===== config.mk =====
export PLATFORM = sky130hd
export DESIGN_NAME = lcd_fetch_sched
export DESIGN_NICKNAME = d
export VERILOG_FILES = /design/src/rtl/lcd_fetch_sched.sv
export SDC_FILE = /design/constraint.sdc
export NUM_CORES = 1
export LEC_CHECK = 0
export CAP_MARGIN = 20
export CORE_MARGIN = 1.5
export CORE_UTILIZATION = 55
export CTS_BUF_LIST = sky130_fd_sc_hd__clkbuf_16
export CTS_CLUSTER_SIZE = 10
export DETAILED_ROUTE_END_ITERATION = 6
export HOLD_SLACK_MARGIN = 0.08
export PLACE_DENSITY = 0.92
export RECOVER_POWER = 100
export SKIP_CTS_REPAIR_TIMING = 1
export SYNTH_ARGS = -nofsm -noshare
export SYNTH_HDL_FRONTEND = slang
export SYNTH_SLANG_ARGS = --single-unit

===== constraint.sdc =====
create_clock -name HCLK -period 5.83 [get_ports HCLK]
set_input_delay 1.166 -clock HCLK [delete_from_list [all_inputs] [get_ports HCLK]]
set_output_delay 1.166 -clock HCLK [all_outputs]
set_load 0.03 [all_outputs]

===== src/rtl/lcd_fetch_sched.sv =====
// lcd_fetch_sched: chooses which LCD panel FIFO is refilled next, sizes the
// burst, and hands one request at a time to the AHB master. Per-panel frame
// address and remaining word count restart on each rising edge of LCDFP.
module lcd_fetch_sched #(
  parameter int FIFO_DEPTH = 32,
  parameter int BURST      = 8,
  parameter int CNTW       = 20
) (
  input  logic            HCLK,
  input  logic            HRESET,
  input  logic            lcd_en,
  input  logic            dual,
  input  logic            LCDFP,
  input  logic [31:0]     upbase,
  input  logic [31:0]     lpbase,
  input  logic [CNTW-1:0] frame_words,
  input  logic [5:0]      fifo_used1,
  input  logic [5:0]      fifo_used2,
  output logic            req,
  output logic [31:0]     req_addr,
  output logic [4:0]      req_len,
  output logic            req_panel,
  input  logic            req_ack,
  input  logic            burst_done,
  output logic            busy,
  output logic            frame_fetched
);

  typedef enum logic [1:0] {S_IDLE, S_ARB, S_REQ, S_WAIT} state_t;

  // A FIFO can take a full burst when its occupancy is at most this value.
  localparam logic [6:0]      USED_MAX = 7'(FIFO_DEPTH - BURST);
  localparam logic [CNTW-1:0] BURST_W  = CNTW'(BURST);
  localparam logic [4:0]      BURST_L  = 5'(BURST);

  state_t          state, state_d;
  logic [31:0]     addr0, addr1;
  logic [CNTW-1:0] rem0, rem1;
  logic            last_panel;
  logic            fp_d;
  logic            restart_pend;

  logic            fp_edge;
  logic            elig0, elig1, any_elig;
  logic            grant;
  logic [31:0]     sel_addr;
  logic [CNTW-1:0] sel_rem;
  logic [4:0]      sel_len;
  logic [CNTW-1:0] done_rem;
  logic [CNTW-1:0] rem0_after, rem1_after;
  logic            all_done;

  logic do_reload, do_update, do_issue, take_ack, set_pend, clr_pend, ff_d;

  assign fp_edge  = LCDFP & ~fp_d;
  assign elig0    = lcd_en && (rem0 != '0) && ({1'b0, fifo_used1} <= USED_MAX);
  assign elig1    = lcd_en && dual && (rem1 != '0) && ({1'b0, fifo_used2} <= USED_MAX);
  assign any_elig = elig0 | elig1;

  // Round-robin: on a tie the panel that was not served last wins.
  assign grant    = (elig0 && elig1) ? ~last_panel : elig1;
  assign sel_addr = grant ? addr1 : addr0;
  assign sel_rem  = grant ? rem1 : rem0;
  assign sel_len  = (sel_rem >= BURST_W) ? BURST_L : sel_rem[4:0];

  // Counter values as they will be once the outstanding burst retires.
  assign done_rem   = (req_panel ? rem1 : rem0) - CNTW'(req_len);
  assign rem0_after = req_panel ? rem0 : done_rem;
  assign rem1_after = req_panel ? done_rem : rem1;
  assign all_done   = (rem0_after == '0) && (!dual || (rem1_after == '0));

  assign req  = (state == S_REQ);
  assign busy = (state == S_REQ) || (state == S_WAIT);

  // State register.
  always_ff @(posedge HCLK) begin
    // NOTE: sequential state uses non-blocking assignments so every register
    // samples pre-edge values regardless of block ordering.
    if (HRESET) state <= S_IDLE;
    else        state <= state_d;
  end

  // Next-state decode and datapath strobes.
  always_comb begin
    // NOTE: every signal gets a default first so no path infers a latch.
    state_d   = state;
    do_reload = 1'b0;
    do_update = 1'b0;
    do_issue  = 1'b0;
    take_ack  = 1'b0;
    set_pend  = 1'b0;
    clr_pend  = 1'b0;
    ff_d      = 1'b0;
    case (state)
      S_IDLE: begin
        if (fp_edge)       do_reload = 1'b1;
        else if (any_elig) state_d   = S_ARB;
      end
      S_ARB: begin
        if (any_elig) begin
          do_issue = 1'b1;
          set_pend = fp_edge;
          state_d  = S_REQ;
        end else begin
          // Nothing to issue, so a frame restart can be taken right away.
          do_reload = fp_edge;
          state_d   = S_IDLE;
        end
      end
      S_REQ: begin
        set_pend = fp_edge;
        if (req_ack) begin
          take_ack = 1'b1;
          state_d  = S_WAIT;
        end
      end
      S_WAIT: begin
        if (burst_done) begin
          clr_pend = 1'b1;
          state_d  = S_IDLE;
          // A pending or coincident frame restart discards the count update.
          if (restart_pend || fp_edge) begin
            do_reload = 1'b1;
          end else begin
            do_update = 1'b1;
            ff_d      = all_done;
          end
        end else begin
          set_pend = fp_edge;
        end
      end
      default: state_d = S_IDLE;
    endcase
  end

  // Frame counters, request fields, arbitration history and edge detect.
  always_ff @(posedge HCLK) begin
    if (HRESET) begin
      addr0         <= '0;
      addr1         <= '0;
      rem0          <= '0;
      rem1          <= '0;
      last_panel    <= 1'b1;
      fp_d          <= 1'b0;
      restart_pend  <= 1'b0;
      req_addr      <= '0;
      req_len       <= '0;
      req_panel     <= 1'b0;
      frame_fetched <= 1'b0;
    end else begin
      fp_d          <= LCDFP;
      frame_fetched <= ff_d;

      if (clr_pend)      restart_pend <= 1'b0;
      else if (set_pend) restart_pend <= 1'b1;

      if (do_reload) begin
        addr0 <= {upbase[31:2], 2'b00};
        addr1 <= {lpbase[31:2], 2'b00};
        rem0  <= frame_words;
        rem1  <= dual ? frame_words : '0;
      end else if (do_update) begin
        if (req_panel) begin
          addr1 <= addr1 + {25'd0, req_len, 2'b00};
          rem1  <= done_rem;
        end else begin
          addr0 <= addr0 + {25'd0, req_len, 2'b00};
          rem0  <= done_rem;
        end
      end

      if (do_issue) begin
        req_addr  <= sel_addr;
        req_len   <= sel_len;
        req_panel <= grant;
      end

      if (take_ack) last_panel <= req_panel;
    end
  end

endmodule


======== Yosys cells after proc, flatten, opt, wreduce, memory -nomap -nowiden ========
Cells that the tools add are included.
W data, S select, Z words.
word-level totals
  output and inout bits ................... 41
  register bits ........................... 148
  bits of input ports ..................... 103
  word-level logic and storage cells ...... 102
cells by class
  bitwise operators ....................... 7
  multiplexer cells ....................... 41
  $add $sub $neg .......................... 3
  reductions and logical operators ........ 26
  eq/ne operators ......................... 8
  order comparisons ....................... 3
operator list
  cell                   count
  $mux W32               7
  $mux W20               9
  $add A32 B7 Y32        2
  $logic_not A20 Y1      2
  $reduce_bool A20 Y1    2
  $ge A20 B4 Y1 const B  1
  $sub A20 B5 Y20        1
  $mux W1                16
  $le A6 B5 Y1 const B   2
  $mux W2                5
  $pmux W2 S4            1
  $reduce_and A2 Y1      4
  $logic_and A1 B1 Y1    7
  $ne A2 B2 Y1 const B   3
  $pmux W1 S3            2
  $mux W5                1
  $not A1 Y1             5
  $eq A2 B2 Y1 const B   2
  $ne A2 B1 Y1 const B   2
  $reduce_and A4 Y1      1
  $reduce_bool A2 Y1     2
  $reduce_or A2 Y1       2
  $reduce_or A4 Y1       1
  $logic_or A1 B1 Y1     3
  other kinds (5)        5

======== Longest topological paths before layout ========
Gate-level depths: netlist of run 1.
  depth after elaboration ................. 8
  depth in mapped cells ................... 16
  depth with buffers taken out ............ 11

======== Worst setup path after synthesis of run 1 ========
No wires, ideal clock.
  path kind ............................... register -> register
  from .................................... reg req_panel
  to ...................................... reg frame_fetched
  library setup time ...................... 0.060 ns
  cell stages (with the launch flop) ...... 17
  data required time ...................... 5.770 ns
  buffers on the path ..................... 5
  clock period less this slack ............ 4.135 ns
  arrival ................................. 4.075 ns
  path slack .............................. 1.695 ns
  path through ............................ dfxtp_1 -> buf_4 -> buf_2 -> buf_2 -> buf_1 -> mux2i_1 -> ha_1 -> inv_1 -> fa_1 -> a211oi_1 -> o211ai_1 -> clkbuf_1 -> nor4_1 -> xnor2_1 -> nand3_1 -> o41ai_2 -> o2111a_1
between the ends
  word-level cells in the longest chain between the ends .. 6
  elaborated cells on any way between the ends .. 8
  classes of those cells .................. 1 x add/sub; 3 x mux; 4 x reduce/logical
RTL lines
  what                     line  source
  start, declared          22    output logic req_panel,
  start signal, assigned   175   req_panel <= grant;
  $mux W20                 67    assign done_rem = (req_panel ? rem1 : rem0) - CNTW'(req_len);
  $sub A20 B5 Y20          67
  $mux W20                 -
  $logic_not A20 Y1        70    assign all_done = (rem0_after == '0) && (!dual || (rem1_after == '0));
  $logic_or A1 B1 Y1       70
  $logic_and A1 B1 Y1 (*)  70
  end signal, assigned     149   frame_fetched <= 1'b0;
  end signal, assigned     152   frame_fetched <= ff_d;
  end, declared            26    output logic frame_fetched
Mark *: on every way between the ends. The rest lies on a longest branch, timed or not.
A chain may end at the register's enable or synchronous reset.

======== Final worst setup path of run 1 ========
Ends and elaborated chain as after synthesis.

==> impl_results.md, run 1 <==
- CP endpoint kind: register
- Seq/Total Area, Yosys: 33.21%
- Post-layout util: 69.53%
- Gpl congestion: 0.9384
- Fill cell count: 1170
- Row count: 45
- Layout cells sized above 1: 6.498%
- Leading cell type in the layout, fill and taps excluded: dfxtp_1
- Worst endpoint required time: 6200 ps
- Initial antenna violation count: 0
- Final Cell Area: 0.01057 sq mm
- Clk_skew: 11.12 ps
- MaxCap Viol Count: 1
- First-pass GRT wire length: 41.78 mm
- Starting density of the core: 56.31%
- Synth warn: 0
- P_leak: 3.944 nW
- Post-synth ARST share: 0%
- Post-route setup slack: 890.2 ps
- Post-synth EDFFs: 0
- Critical path class: reg -> reg
- CTS root buf: clkbuf_16
- Die area: 0.01632 sq mm
- RSZ-0062 raised after global routing: no
- 1st-pass router iterations: 6
- Ys flop type: dfxtp_1
- Final worst-path cycle share: 84.73%
- Remaining antenna violation count: 0
- Pwr/cell area: 251.1 mW/mm^2
- Core area: 0.01520 sq mm
- Least-Margin Pin Slew: 3345 ps
- Final Setup Violations: 0
- Fin. Hold Viols: 0
- Worst r2r path cells: 10
- Avg Cell Area, Syn: 7.963 sq um
- Main area contributors after synthesis: dfxtp_1 33%, a211oi_1 7.2%, nor2_1 5.7%
- Fin nets: 1293
- GRT overflow: 0
- Clk sinks: 142
- Drt initial violations: 1159
- CTS clk-pin slew, worst paths: 60 ps
- Area delta synth->final: 23.47%
- Die Y: 127.8 microns
- Critical Path AT: 5310 ps
- Max VDD drop: 0.2130 mV
- Largest net degree at the start of global routing: 74
- CP max FO: 28
- Synthesized instance count: 1075
- Routed WL per cell: 19.25 microns
- Multi-input logic area: 0.005308 sq mm
- Mapped cell area: 0.008561 sq mm
- Die extent in x: 127.8 microns
- Total track usage: 31.95%
- H-tree depth: 4
- Clock tree buffer depth: 2
- Max Slew Vio Count: 74
- Worst rel slew slack: -123.0%
- Failing checks: capacitance limit, slew limit
- FMAX: 0.2024 GHz
- Storage cell area: 0.002843 sq mm
- Clk_lat worst skew: 440 ps
- Ant diodes: 0
- Worst slack, placed: 1347 ps
- Most frequent cells in the layout: 142 x dfxtp_1, 131 x nor2_1, 97 x clkdlybuf4s50_1
- Post-synth top area share: 33.21%
- Setup TNS: 0 ps
- Library cells used by synthesis: 72
- CP startpoint kind: register
- Hold Path Class: reg -> reg
- Number of global-route vias before repair: 8312
- I/O Buffers: 137
- Routed vias/inst: 6.492
- Post-Route WL: 26.44 mm
- Final worst path period need: 4940 ps
- Total Power: 2.654 mW
- #FFs+latches synth: 142
- Status: finished, violations left
- Worst Hold Depth: 2
- Ports: 144
- CTS buffer count: 17
- DP Area: 0.01001 sq mm
- CTS tree: yes
- Routed vias: 8913
- Remaining DRCs: 0
- Yosys top cell by area: dfxtp_1
- DP HPWL: 17.67 mm
power breakdown:
group / total [mW] / internal [mW] / switching [mW]
clock: 1.10 / 0.636 / 0.463
combinational: 0.452 / 0.203 / 0.249
sequential: 1.10 / 1.03 / 0.0769
total: 2.65 / 1.87 / 0.789
cell families after synthesis:
group	share of synthesized area, %
AOI/OAI and AO/OA	21.76
xor gates and xnor gates	7.162
adders and majority gates	2.894
buffers and inverters	4.662
DFF	33.21
muxes	4.531
other	0.04380
and+or+nand+nor	25.74
synth_stat cells (all sizes together) (10+ instances only):
library cell and number:
a21oi 65, or3 10, a211oi 84, dfxtp 142, ha 15, nor3 42
xor2 40, and3 10, xnor2 30, nor3b 13, nor2 131, nor2b 10
clkbuf 55, inv 22, nand3 60, nand2 87, o21ai 19, buf 21
o211ai 16, nand4 18, mux2i 32, or2 10, nor4 15, a31oi 20
routing by layer:
metal  routed length (microns)  track usage [%]  up-vias
met5                         0                0        -
met4                       988            15.07        0
met3                      2421            5.676      101
met2                     12210            51.01      554
met1                     10820            42.02     4115
li1                          -                -     4143
sequential cells by signal, summed over array words and instances, names as in the netlist, named ones only:
signal / cells
addr0: 30
addr1: 30
fp_d: 1
frame_fetched: 1
last_panel: 1
rem0: 20
rem1: 20
req_addr: 30
req_len: 5
req_panel: 1
restart_pend: 1
state: 1
final timing paths:
| path | from | endpoint | slack [ps] |
|---|---|---|---|
| min reg2reg | addr1[2] | addr1[2] | 490 |
| max | req_panel | frame_fetched | 890 |
| min | addr1[2] | addr1[2] | 490 |
| max reg2reg | req_panel | frame_fetched | 890 |
metrics by stage:
stage               std cells  hold slack, ps
global placement         1340           465.3
global route             1373           511.0
detailed placement       1340           473.5
floorplan                1076           452.4
finish                   1373           485.2
CTS                      1372           482.3
worst max-delay path, cell delays in order, from the launching register on:
cell and delay, ps:
dfxtp_1 760, clkbuf_1 880, mux2_2 430, ha_1 230, and2_0 170, a31oi_1 490
nand3_1 370, a2111oi_0 570, nand4_1 240, o41ai_2 480, o2111a_1 250
final cells by class:
cell class                 instances  area share [%]
timing repair buffer             153           14.33
clock inverter                    15           1.527
multi-input combinational        836           50.21
clock buffer                      17           4.025
tap                              188           2.225
inverter                          22          0.7813
sequential                       142           26.89
Note: power is estimated with default switching activity, not from simulation.
==> inputs of run 2 (changes only) <==
--- a/config.mk
+++ b/config.mk
@@ -7,12 +7,12 @@
 export LEC_CHECK = 0
 export CAP_MARGIN = 20
 export CORE_MARGIN = 1.5
-export CORE_UTILIZATION = 55
+export CORE_UTILIZATION = 49
 export CTS_BUF_LIST = sky130_fd_sc_hd__clkbuf_16
 export CTS_CLUSTER_SIZE = 10
 export DETAILED_ROUTE_END_ITERATION = 6
 export HOLD_SLACK_MARGIN = 0.08
-export PLACE_DENSITY = 0.92
+export PLACE_DENSITY = 0.87
 export RECOVER_POWER = 100
 export SKIP_CTS_REPAIR_TIMING = 1
 export SYNTH_ARGS = -nofsm -noshare
==> constraint.sdc (replaced) <==
create_clock -name HCLK -period 4.21 [get_ports HCLK]
set_input_delay 0.842 -clock HCLK [delete_from_list [all_inputs] [get_ports HCLK]]
set_output_delay 0.842 -clock HCLK [all_outputs]
set_load 0.03 [all_outputs]
==> run 2 against run 1 <==
The run still ends with capacitance limit, slew limit left. Utilization decreased by 7.6 points. Non-clock buffer count rose by 7. Die area is 12% higher. Global-route usage down 3.7 points. First-iteration DRC count decreased by 21%. Clock skew shrank 2.7 ps. Largest power group unchanged. Highest routed layer unchanged. Total power up 36%. Wire length shrank 1.9%. Setup slack got worse by 490 ps. Clock power up 33%. Critical endpoint is now req_addr[18].
==> impl_results.md, run 2 (synthesis results as in run 1) <==
- Status: finished, violations left
- Failing checks: capacitance limit, slew limit
- Most frequent cells in the layout: 142 x dfxtp_1, 131 x nor2_1, 97 x clkdlybuf4s50_1
- Row count: 48
- Clk_lat worst skew: 430 ps
- Largest net degree at the start of global routing: 95
- Post-Route WL: 25.93 mm
- Clock tree buffer depth: 2
- Routed vias: 8805
- DP Area: 0.01013 sq mm
- Starting density of the core: 49.84%
- Area delta synth->final: 24.23%
- 1st-pass router iterations: 5
- MaxCap Viol Count: 1
- Worst rel slew slack: -39.44%
- Leading cell type in the layout, fill and taps excluded: dfxtp_1
- CTS clk-pin slew, worst paths: 70 ps
- I/O Buffers: 137
- Max VDD drop: 0.2932 mV
- Critical Path Slowest Stage Cell: a21bo_1
- Core area: 0.01718 sq mm
- Post-layout util: 61.92%
- Critical Path AT: 4020 ps
- Die extent in x: 135.2 microns
- Inst Count DP: 1385
- H-tree depth: 4
- Clk sinks: 142
- Ant diodes: 0
- Critical path, cell by cell: clkdlybuf4s50_1 -> o311ai_0 -> nand3b_1 -> a21oi_1 -> a21bo_1 -> clkbuf_2 -> mux2i_1 -> a211oi_1
- GRT overflow: 0
- Total Power: 3.604 mW
- Total track usage: 28.28%
- Routed WL per cell: 18.30 microns
- Setup TNS: 0 ps
- Die area: 0.01827 sq mm
- Die Y: 135.2 microns
- FMAX: 0.2628 GHz
- CP max stage delay: 820 ps
- First-pass GRT wire length: 41.10 mm
- Remaining antenna violation count: 0
- CTS buffer count: 17
- Final Setup Violations: 0
- Routed vias/inst: 6.214
- Final worst path period need: 3805 ps
- CP startpoint kind: input pin
- Layout cells sized above 1: 7.215%
- Critical path class: in -> reg
- Pwr/cell area: 338.9 mW/mm^2
- Final Cell Area: 0.01064 sq mm
- DP HPWL: 18.09 mm
- Remaining DRCs: 0
- Hold Path Class: reg -> reg
- Largest registers: addr0 (30), addr1 (30), req_addr (30)
- Post-route insts no fill: 1417
- Least-Margin Pin Slew: 2092 ps
- RSZ-0062 raised after global routing: no
- Ports: 144
- Final worst-path cycle share: 90.38%
- P_leak: 3.958 nW
- CTS root buf: clkbuf_16
- Worst endpoint required time: 4430 ps
- Drt initial violations: 913
- Initial antenna violation count: 0
- Number of global-route vias before repair: 8105
- CP max FO: 21
- Max Slew Vio Count: 95
- Fill cell count: 1506
- Gpl congestion: 0.9588
- Fin nets: 1300
- CP endpoint kind: register
- CTS tree: yes
- Fin. Hold Viols: 0
- Clk_skew: 8.402 ps
## run 2: critical path, delay by kind of cell
kind            cells  cell delay [ps]
mux                 1              310
compound gates      4             1530
simple gates        1              230
buf+inv             2             1100
## run 2: worst paths after layout
path | start | endpoint | slack (ps) | cells past startpoint
max | fifo_used1[0] | req_addr[18] | 410 | 8
min | addr0[2] | addr0[2] | 490 | 2
max reg2reg | req_panel | frame_fetched | 500 | 11
min reg2reg | addr0[2] | addr0[2] | 490 | 2
## run 2: layout make-up
| class | count | area, sq um | share of cell area (%) |
|---|---|---|---|
| tap | 225 | 281.5 | 2.647 |
| clock inverter | 15 | 137.6 | 1.294 |
| multi-input combinational | 836 | 5333 | 50.14 |
| inverter | 22 | 82.58 | 0.7765 |
| timing repair buffer | 160 | 1533 | 14.41 |
| clock buffer | 17 | 425.4 | 4.000 |
| sequential | 142 | 2843 | 26.73 |
## run 2: per-stage QoR
step	hold slack, ps	worst slack (ps)
3_3_place_gp	469.5	229.8
4_1_cts	490.2	511.9
3_5_place_dp	483.3	384.3
5_1_grt	511.8	156.4
6_report	491.8	405.1
2_1_floorplan	452.4	74.79
## run 2: where the power goes
group	internal [mW]	switching, mW	total [mW]
registers	1.42	0.103	1.52
clock network	0.821	0.635	1.46
logic	0.284	0.340	0.624
## run 2: metal layers
metal	routed length, microns	global-route usage (%)
met1	11370	38.41
met2	11650	44.13
met5	0	0
met4	808	12.19
met3	2100	5.013
==> inputs of run 3 (changes only) <==
--- a/config.mk
+++ b/config.mk
@@ -5,7 +5,7 @@
 export SDC_FILE = /design/constraint.sdc
 export NUM_CORES = 1
 export LEC_CHECK = 0
-export CAP_MARGIN = 20
+export CAP_MARGIN = 25
 export CORE_MARGIN = 1.5
 export CORE_UTILIZATION = 49
 export CTS_BUF_LIST = sky130_fd_sc_hd__clkbuf_16
@@ -14,7 +14,6 @@
 export HOLD_SLACK_MARGIN = 0.08
 export PLACE_DENSITY = 0.87
 export RECOVER_POWER = 100
-export SKIP_CTS_REPAIR_TIMING = 1
 export SYNTH_ARGS = -nofsm -noshare
 export SYNTH_HDL_FRONTEND = slang
 export SYNTH_SLANG_ARGS = --single-unit
==> results of run 3 <==
Final layout, timing and power as in run 2 (identical DEF).
